`src/rtl/mlp_layer_sequencer_if.sv`:
```
// Controller-side bundle of the MLP layer sequencer: start/count in, PE and weight-memory strobes out,
// held out_valid/out_ready completion. cycle_count exists only under MLP_SEQ_CYCLE_COUNT_EN.
interface mlp_layer_sequencer_if #(
  parameter int ADDR_WIDTH = 5
) ();
  logic                  start;
  logic [ADDR_WIDTH-1:0] num_inputs;
  logic                  busy;
  logic                  pe_clear;
  logic                  weight_load;
  logic [ADDR_WIDTH-1:0] weight_address;
  logic [ADDR_WIDTH-1:0] input_index;
  logic                  mac_en;
  logic                  out_valid;
  logic                  out_ready;
  logic                  error;
`ifdef MLP_SEQ_CYCLE_COUNT_EN
  logic [15:0]           cycle_count;
`endif

  modport master (
`ifdef MLP_SEQ_CYCLE_COUNT_EN
    output cycle_count,
`endif
    input  start, num_inputs, out_ready,
    output busy, pe_clear, weight_load, weight_address, input_index,
    output mac_en, out_valid, error
  );

  modport slave (
`ifdef MLP_SEQ_CYCLE_COUNT_EN
    input  cycle_count,
`endif
    output start, num_inputs, out_ready,
    input  busy, pe_clear, weight_load, weight_address, input_index,
    input  mac_en, out_valid, error
  );
endinterface

```
`src/rtl/mlp_layer_sequencer.sv`:
```
// Layer-pass FSM: clear, stream N weight rows, drain PE pipeline; out_valid at E(N+2+PE_LATENCY), held until out_ready.
// Optional busy-cycle counter under MLP_SEQ_CYCLE_COUNT_EN.
module mlp_layer_sequencer #(
  parameter int INPUT_NODES = 24,
  parameter int ADDR_WIDTH  = 5,
  parameter int PE_LATENCY  = 2
) (
  input  logic                      clk,
  input  logic                      reset,
  mlp_layer_sequencer_if.master     bus
);

  localparam int DRAIN_W = $clog2(PE_LATENCY + 2);
  localparam logic [ADDR_WIDTH-1:0] MAX_N      = ADDR_WIDTH'(INPUT_NODES);
  localparam logic [ADDR_WIDTH-1:0] ONE        = ADDR_WIDTH'(1);
  localparam logic [DRAIN_W-1:0]    DRAIN_LAST = DRAIN_W'(PE_LATENCY);

  typedef enum logic [2:0] {
    S_IDLE,
    S_CLEAR,
    S_STREAM,
    S_DRAIN,
    S_DONE
  } state_t;

  state_t                state_q;
  logic [ADDR_WIDTH-1:0] n_q;
  logic [ADDR_WIDTH-1:0] addr_q;
  logic [DRAIN_W-1:0]    drain_q;
  logic                  busy_q;
  logic                  pe_clear_q;
  logic                  weight_load_q;
  logic                  mac_en_q;
  logic                  out_valid_q;
  logic                  error_q;

  logic num_ok;
  logic accept;
  logic last_row;

  assign num_ok   = (bus.num_inputs != '0) && (bus.num_inputs <= MAX_N);
  assign accept   = (state_q == S_IDLE) && bus.start && num_ok;
  assign last_row = (addr_q == (n_q - ONE));

  always_ff @(posedge clk or posedge reset) begin
    if (reset) begin
      state_q       <= S_IDLE;
      n_q           <= '0;
      addr_q        <= '0;
      drain_q       <= '0;
      busy_q        <= 1'b0;
      pe_clear_q    <= 1'b0;
      weight_load_q <= 1'b0;
      mac_en_q      <= 1'b0;
      out_valid_q   <= 1'b0;
      error_q       <= 1'b0;
    end else begin
      pe_clear_q <= 1'b0;
      error_q    <= 1'b0;
      // Weight memory has one cycle of read latency, so the MAC follows the load by one cycle.
      mac_en_q   <= weight_load_q;
      case (state_q)
        S_IDLE: begin
          if (accept) begin
            n_q        <= bus.num_inputs;
            state_q    <= S_CLEAR;
            busy_q     <= 1'b1;
            pe_clear_q <= 1'b1;
          end else if (bus.start) begin
            error_q <= 1'b1;
          end
        end
        S_CLEAR: begin
          state_q       <= S_STREAM;
          weight_load_q <= 1'b1;
          addr_q        <= '0;
        end
        S_STREAM: begin
          if (last_row) begin
            weight_load_q <= 1'b0;
            addr_q        <= '0;
            drain_q       <= '0;
            state_q       <= S_DRAIN;
          end else begin
            addr_q <= addr_q + ONE;
          end
        end
        S_DRAIN: begin
          if (drain_q == DRAIN_LAST) begin
            state_q     <= S_DONE;
            out_valid_q <= 1'b1;
          end else begin
            drain_q <= drain_q + DRAIN_W'(1);
          end
        end
        S_DONE: begin
          if (bus.out_ready) begin
            state_q     <= S_IDLE;
            out_valid_q <= 1'b0;
            busy_q      <= 1'b0;
          end
        end
        default: begin
          state_q <= S_IDLE;
        end
      endcase
    end
  end

  assign bus.busy           = busy_q;
  assign bus.pe_clear       = pe_clear_q;
  assign bus.weight_load    = weight_load_q;
  assign bus.weight_address = addr_q;
  assign bus.input_index    = addr_q;
  assign bus.mac_en         = mac_en_q;
  assign bus.out_valid      = out_valid_q;
  assign bus.error          = error_q;

`ifdef MLP_SEQ_CYCLE_COUNT_EN
  logic [15:0] cycle_count_q;
  logic [15:0] cycle_count_d;

  // The accept edge counts as the first busy cycle, so a pass ending at E(k) reports k+1.
  always_comb begin
    cycle_count_d = cycle_count_q;
    if (accept) begin
      cycle_count_d = 16'd1;
    end else if (busy_q && (cycle_count_q != 16'hFFFF)) begin
      cycle_count_d = cycle_count_q + 16'd1;
    end
  end

  always_ff @(posedge clk or posedge reset) begin
    if (reset) begin
      cycle_count_q <= 16'd0;
    end else begin
      cycle_count_q <= cycle_count_d;
    end
  end

  assign bus.cycle_count = cycle_count_q;
`endif

endmodule

```
`src/flat_wrapper.sv`:
```
// flat-port wrapper written by rule: the top's interface ports become plain ports
module mlp_layer_sequencer_flat 
#(
  parameter int INPUT_NODES = 24,
  parameter int ADDR_WIDTH  = 5,
  parameter int PE_LATENCY  = 2
)
  (clk, reset, bus_start, bus_num_inputs, bus_out_ready, bus_busy, bus_pe_clear, bus_weight_load, bus_weight_address, bus_input_index, bus_mac_en, bus_out_valid, bus_error);
  mlp_layer_sequencer_if #(.ADDR_WIDTH(ADDR_WIDTH)) bus_i ();
  input  logic clk;
  input  logic reset;
  input wire logic [$bits(bus_i.start)-1:0] bus_start;
  input wire logic [$bits(bus_i.num_inputs)-1:0] bus_num_inputs;
  input wire logic [$bits(bus_i.out_ready)-1:0] bus_out_ready;
  output wire logic [$bits(bus_i.busy)-1:0] bus_busy;
  output wire logic [$bits(bus_i.pe_clear)-1:0] bus_pe_clear;
  output wire logic [$bits(bus_i.weight_load)-1:0] bus_weight_load;
  output wire logic [$bits(bus_i.weight_address)-1:0] bus_weight_address;
  output wire logic [$bits(bus_i.input_index)-1:0] bus_input_index;
  output wire logic [$bits(bus_i.mac_en)-1:0] bus_mac_en;
  output wire logic [$bits(bus_i.out_valid)-1:0] bus_out_valid;
  output wire logic [$bits(bus_i.error)-1:0] bus_error;
  assign bus_i.start = bus_start;
  assign bus_i.num_inputs = bus_num_inputs;
  assign bus_i.out_ready = bus_out_ready;
  assign bus_busy = bus_i.busy;
  assign bus_pe_clear = bus_i.pe_clear;
  assign bus_weight_load = bus_i.weight_load;
  assign bus_weight_address = bus_i.weight_address;
  assign bus_input_index = bus_i.input_index;
  assign bus_mac_en = bus_i.mac_en;
  assign bus_out_valid = bus_i.out_valid;
  assign bus_error = bus_i.error;
  mlp_layer_sequencer #(.INPUT_NODES(INPUT_NODES), .ADDR_WIDTH(ADDR_WIDTH), .PE_LATENCY(PE_LATENCY)) u_core (.clk(clk), .reset(reset), .bus(bus_i));
endmodule
```
`config.mk`:
```
export PLATFORM = sky130hd
export DESIGN_NAME = mlp_layer_sequencer_flat
export DESIGN_NICKNAME = d
export VERILOG_FILES = /design/src/rtl/mlp_layer_sequencer_if.sv /design/src/rtl/mlp_layer_sequencer.sv /design/src/flat_wrapper.sv
export SDC_FILE = /design/constraint.sdc
export NUM_CORES = 1
export LEC_CHECK = 0
export CORE_UTILIZATION = 60
export CTS_BUF_LIST = sky130_fd_sc_hd__clkbuf_16
export DETAILED_ROUTE_END_ITERATION = 12
export DONT_BUFFER_PORTS = 1
export PLACE_DENSITY = 0.76
export RECOVER_POWER = 100
export SYNTH_ARGS = -nofsm -noshare
export SYNTH_HDL_FRONTEND = slang
export SYNTH_SLANG_ARGS = --single-unit
```
`constraint.sdc`:
```
create_clock -name clk -period 2.15 [get_ports clk]
set_input_delay 0.43 -clock clk [delete_from_list [all_inputs] [get_ports clk]]
set_output_delay 0.43 -clock clk [all_outputs]
set_load 0.02 [all_outputs]
```
==> results.sh <==
export IMPL_antenna_diode_count=0
export IMPL_h_tree_depth=1
export IMPL_max_cap_violations=0
export IMPL_slew_limit_headroom_pct=48.68
export IMPL_die_w_um=45.52
export IMPL_setup_viol=0
export IMPL_core_area_um2=1745
export IMPL_post_synthesis_register_bit_count=21
export IMPL_worstHoldPathType="in2async"
export IMPL_avgViaCountPerCell=6.191
export IMPL_cellLeakagePower_nw=0.5173
export IMPL_critical_path_top_delay_family="compound AO/OA/AOI/OAI gates"
export IMPL_cts_setup_buffers=0
export IMPL_fraction_of_final_layout_cells_with_drive_strength_greater_than_1_pct=9.910
export IMPL_cts_resized=0
export IMPL_clk_pin_slew_ps=60
export IMPL_grt_start_max_net_pins=22
export IMPL_cts_sink_count=21
export IMPL_synth_yosys_seq_area_share_pct=46.26
export IMPL_dieHeight_um=45.52
export IMPL_synthCells=111
export IMPL_final_tns_setup_ps=0
export IMPL_gp_congestion=0.8026
export IMPL_clock_insertion_delay_worst_skew_ps=250
export IMPL_hold_buffer_count_at_cts=0
export IMPL_crit_path_cell_chain="inv_1, ha_1, nand2_1, o31ai_1, o2111ai_2, and2_4, o41ai_1"
export IMPL_cp_slowest_stage_delay_ps=400
export IMPL_layout_worst_path_cycle_share_pct=88.66
export IMPL_cts_inserted_buffers=3
export IMPL_cellInternalPower_mw=1.195
export IMPL_rsz0062_at_grt="no"
export IMPL_netSwitchingFraction_pct=41.56
export IMPL_vias=842
export IMPL_highest_ir_drop_seen_on_vdd_v=0.0009121
export IMPL_worstMarginPinSlew_ps=769.0
export IMPL_power_share_combinational_pct=44.9
export IMPL_sw_pwr_uw=850.1
export IMPL_die_area_um2=2072
export IMPL_worstSetupStartpoint="u_core.n_q[0]"
export IMPL_ys_warn_count=0
export IMPL_rows=15
export IMPL_worst_clock_skew_ps=1.127
export IMPL_global_route_wire_length_before_repair_um=2953
export IMPL_numPortBuffers=0
export IMPL_drt_wirelength_per_cell_um=14.73
export IMPL_syn_nets=123
export IMPL_layout_min_cycle_time_ps=1906
export IMPL_firstDrtPassIters=4
export IMPL_outcome="complete, no violations"
export IMPL_final_hold_viol_count=0
export IMPL_finalHoldWorstSlack_ps=207.8
export IMPL_tritoncts="yes"
export IMPL_startpoint_type="flip-flop"
export IMPL_layout_commonest_cell="sky130_fd_sc_hd__dfrtp_1"
export IMPL_critical_path_arrival_ps=2050
export IMPL_slew_violations=0
export IMPL_synth_area_um2=1136
export IMPL_crit_path_max_fanout=7
export IMPL_grt_total_usage_pct=20.22
export IMPL_syn_mean_instance_area_um2=10.24
export IMPL_clock_root_buffer="sky130_fd_sc_hd__clkbuf_16"
export IMPL_filler_cells=147
export IMPL_ioPinCount=25
export IMPL_final_critical_path_setup_slack_ps=243.8
export IMPL_critical_path_reg2reg_startpoint="u_core.n_q[0]"
export IMPL_finalNetCount=124
export IMPL_wl_um=2003
export IMPL_fmax_mhz=524.6
export IMPL_route_antenna_remaining_nets=0
export IMPL_dp_slack_ps=265.5
export IMPL_worstSetupEndpointType="flip-flop"
export IMPL_grt_pass1_vias=771
export IMPL_clock_power_share_pct=18.7
export IMPL_crit_path_buffers_inverters=1
export IMPL_post_route_drc_count=0
export IMPL_p_per_area_nw_per_um2=1717
export IMPL_areaGrowthSynthToFinish_pct=4.846
export IMPL_ys_types=37
export IMPL_worst_path_max_delay_cell="sky130_fd_sc_hd__dfrtp_1"
export IMPL_setup_worst_path_class="reg2reg"
export IMPL_grt_antenna_before_repair=0
export IMPL_finalCoreUtilization_pct=68.24
export IMPL_mostFrequentLayoutCells="21 x sky130_fd_sc_hd__dfrtp_1, 11 x sky130_fd_sc_hd__nand2_1, 8 x sky130_fd_sc_hd__nor2_1, 8 x sky130_fd_sc_hd__o21ai_0"
export IMPL_critical_path_required_ps=2290
export IMPL_dp_hpwl_um=1502
export IMPL_remaining_global_route_overflow=0
export IMPL_seq_power_share_pct=36.4
export IMPL_initial_core_util_pct=65.09
export IMPL_first_iter_violations=24
export IMPL_clockBufferDepth=2
export IMPL_power_mw=2.046
## layer usage
layer  track usage [%]  share of wire, %
met5                 0                 0
met2             34.57                53
met4             12.12               1.8
met1             22.82                41
met3             4.365               4.0
## through the flow
stage	std cells	area, um2
detailed placement	132	1142
global placement	132	1142
finish	136	1191
global route	136	1191
CTS	136	1221
floorplan	111	1136
## flip-flops by register name, summed over array words and instances (netlist names)
name and cells:
u_core.bus.input_index 5, u_core.n_q 5, u_core.state_q 3, u_core.drain_q 2, u_core.bus.busy 1, u_core.bus.error 1, u_core.bus.mac_en 1, u_core.bus.out_valid 1
u_core.bus.pe_clear 1, u_core.bus.weight_load 1
## cell usage after synthesis (all sizes together)
cell	instances	area, um2
and2	2	16.27
mux2	4	45.04
a41oi	1	8.760
a21oi	3	15.01
clkbuf	1	3.750
dfrtp	21	525.5
and4b	1	10.01
a31oi	2	12.51
nand3	3	15.01
nand2b	2	12.51
o21ba	1	10.01
o31ai	1	7.510
a22oi	1	12.51
or3b	1	8.760
a22o	2	17.52
nor3	3	15.01
o22ai	2	12.51
mux2i	2	20.02
and3	1	6.260
nand2	11	41.29
nand4	1	6.260
o41ai	1	16.27
inv	5	18.77
xnor2	4	35.03
xor2	3	26.28
ha	3	37.54
buf	9	66.31
nor4bb	1	10.01
nor2	8	30.03
a31o	1	8.760
o21ai	8	40.04
o2111ai	1	15.01
o311a	1	10.01
## cell families after synthesis
logic type	share of synthesized area, %
AOI/OAI and AO/OA	16.41
xor gates and xnor gates	5.397
adders and majority gates	3.304
buffers and inverters	7.819
DFF	46.26
muxes	5.727
and+or+nand+nor	15.09
## final cells by class
| type | count | area [um2] | area share, % |
|---|---|---|---|
| sequential | 21 | 525.5 | 44.12 |
| multi-input combinational | 75 | 514.2 | 43.17 |
| clock buffer | 3 | 75.07 | 6.303 |
| tap | 25 | 31.28 | 2.626 |
| timing repair buffer | 6 | 22.52 | 1.891 |
| inverter | 5 | 18.77 | 1.576 |
| clock inverter | 1 | 3.754 | 0.3151 |
## path summary, 6_finish.rpt
kind,end,slack [ps],cells after the start
max,u_core.state_q[0],240,7
max in group asynchronous,u_core.bus.input_index[1],1460,1
min in group clk,u_core.state_q[2],270,1
max reg2reg,u_core.state_q[0],240,7
min reg2reg,u_core.drain_q[0],470,1
min,u_core.bus.error,210,1
## power by group through the flow
stage | Clock [mW] | Combinational, mW | Sequential, mW
after global routing | 0.397 | 1.02 | 0.763
after CTS | 0.385 | 0.981 | 0.749
after floorplan | 0 | 0.833 | 0.742
after global placement | 0 | 0.942 | 0.748
final | 0.383 | 0.919 | 0.744
after detailed placement | 0 | 0.972 | 0.754
No activity file was read; power rests on OpenSTA's default activity.
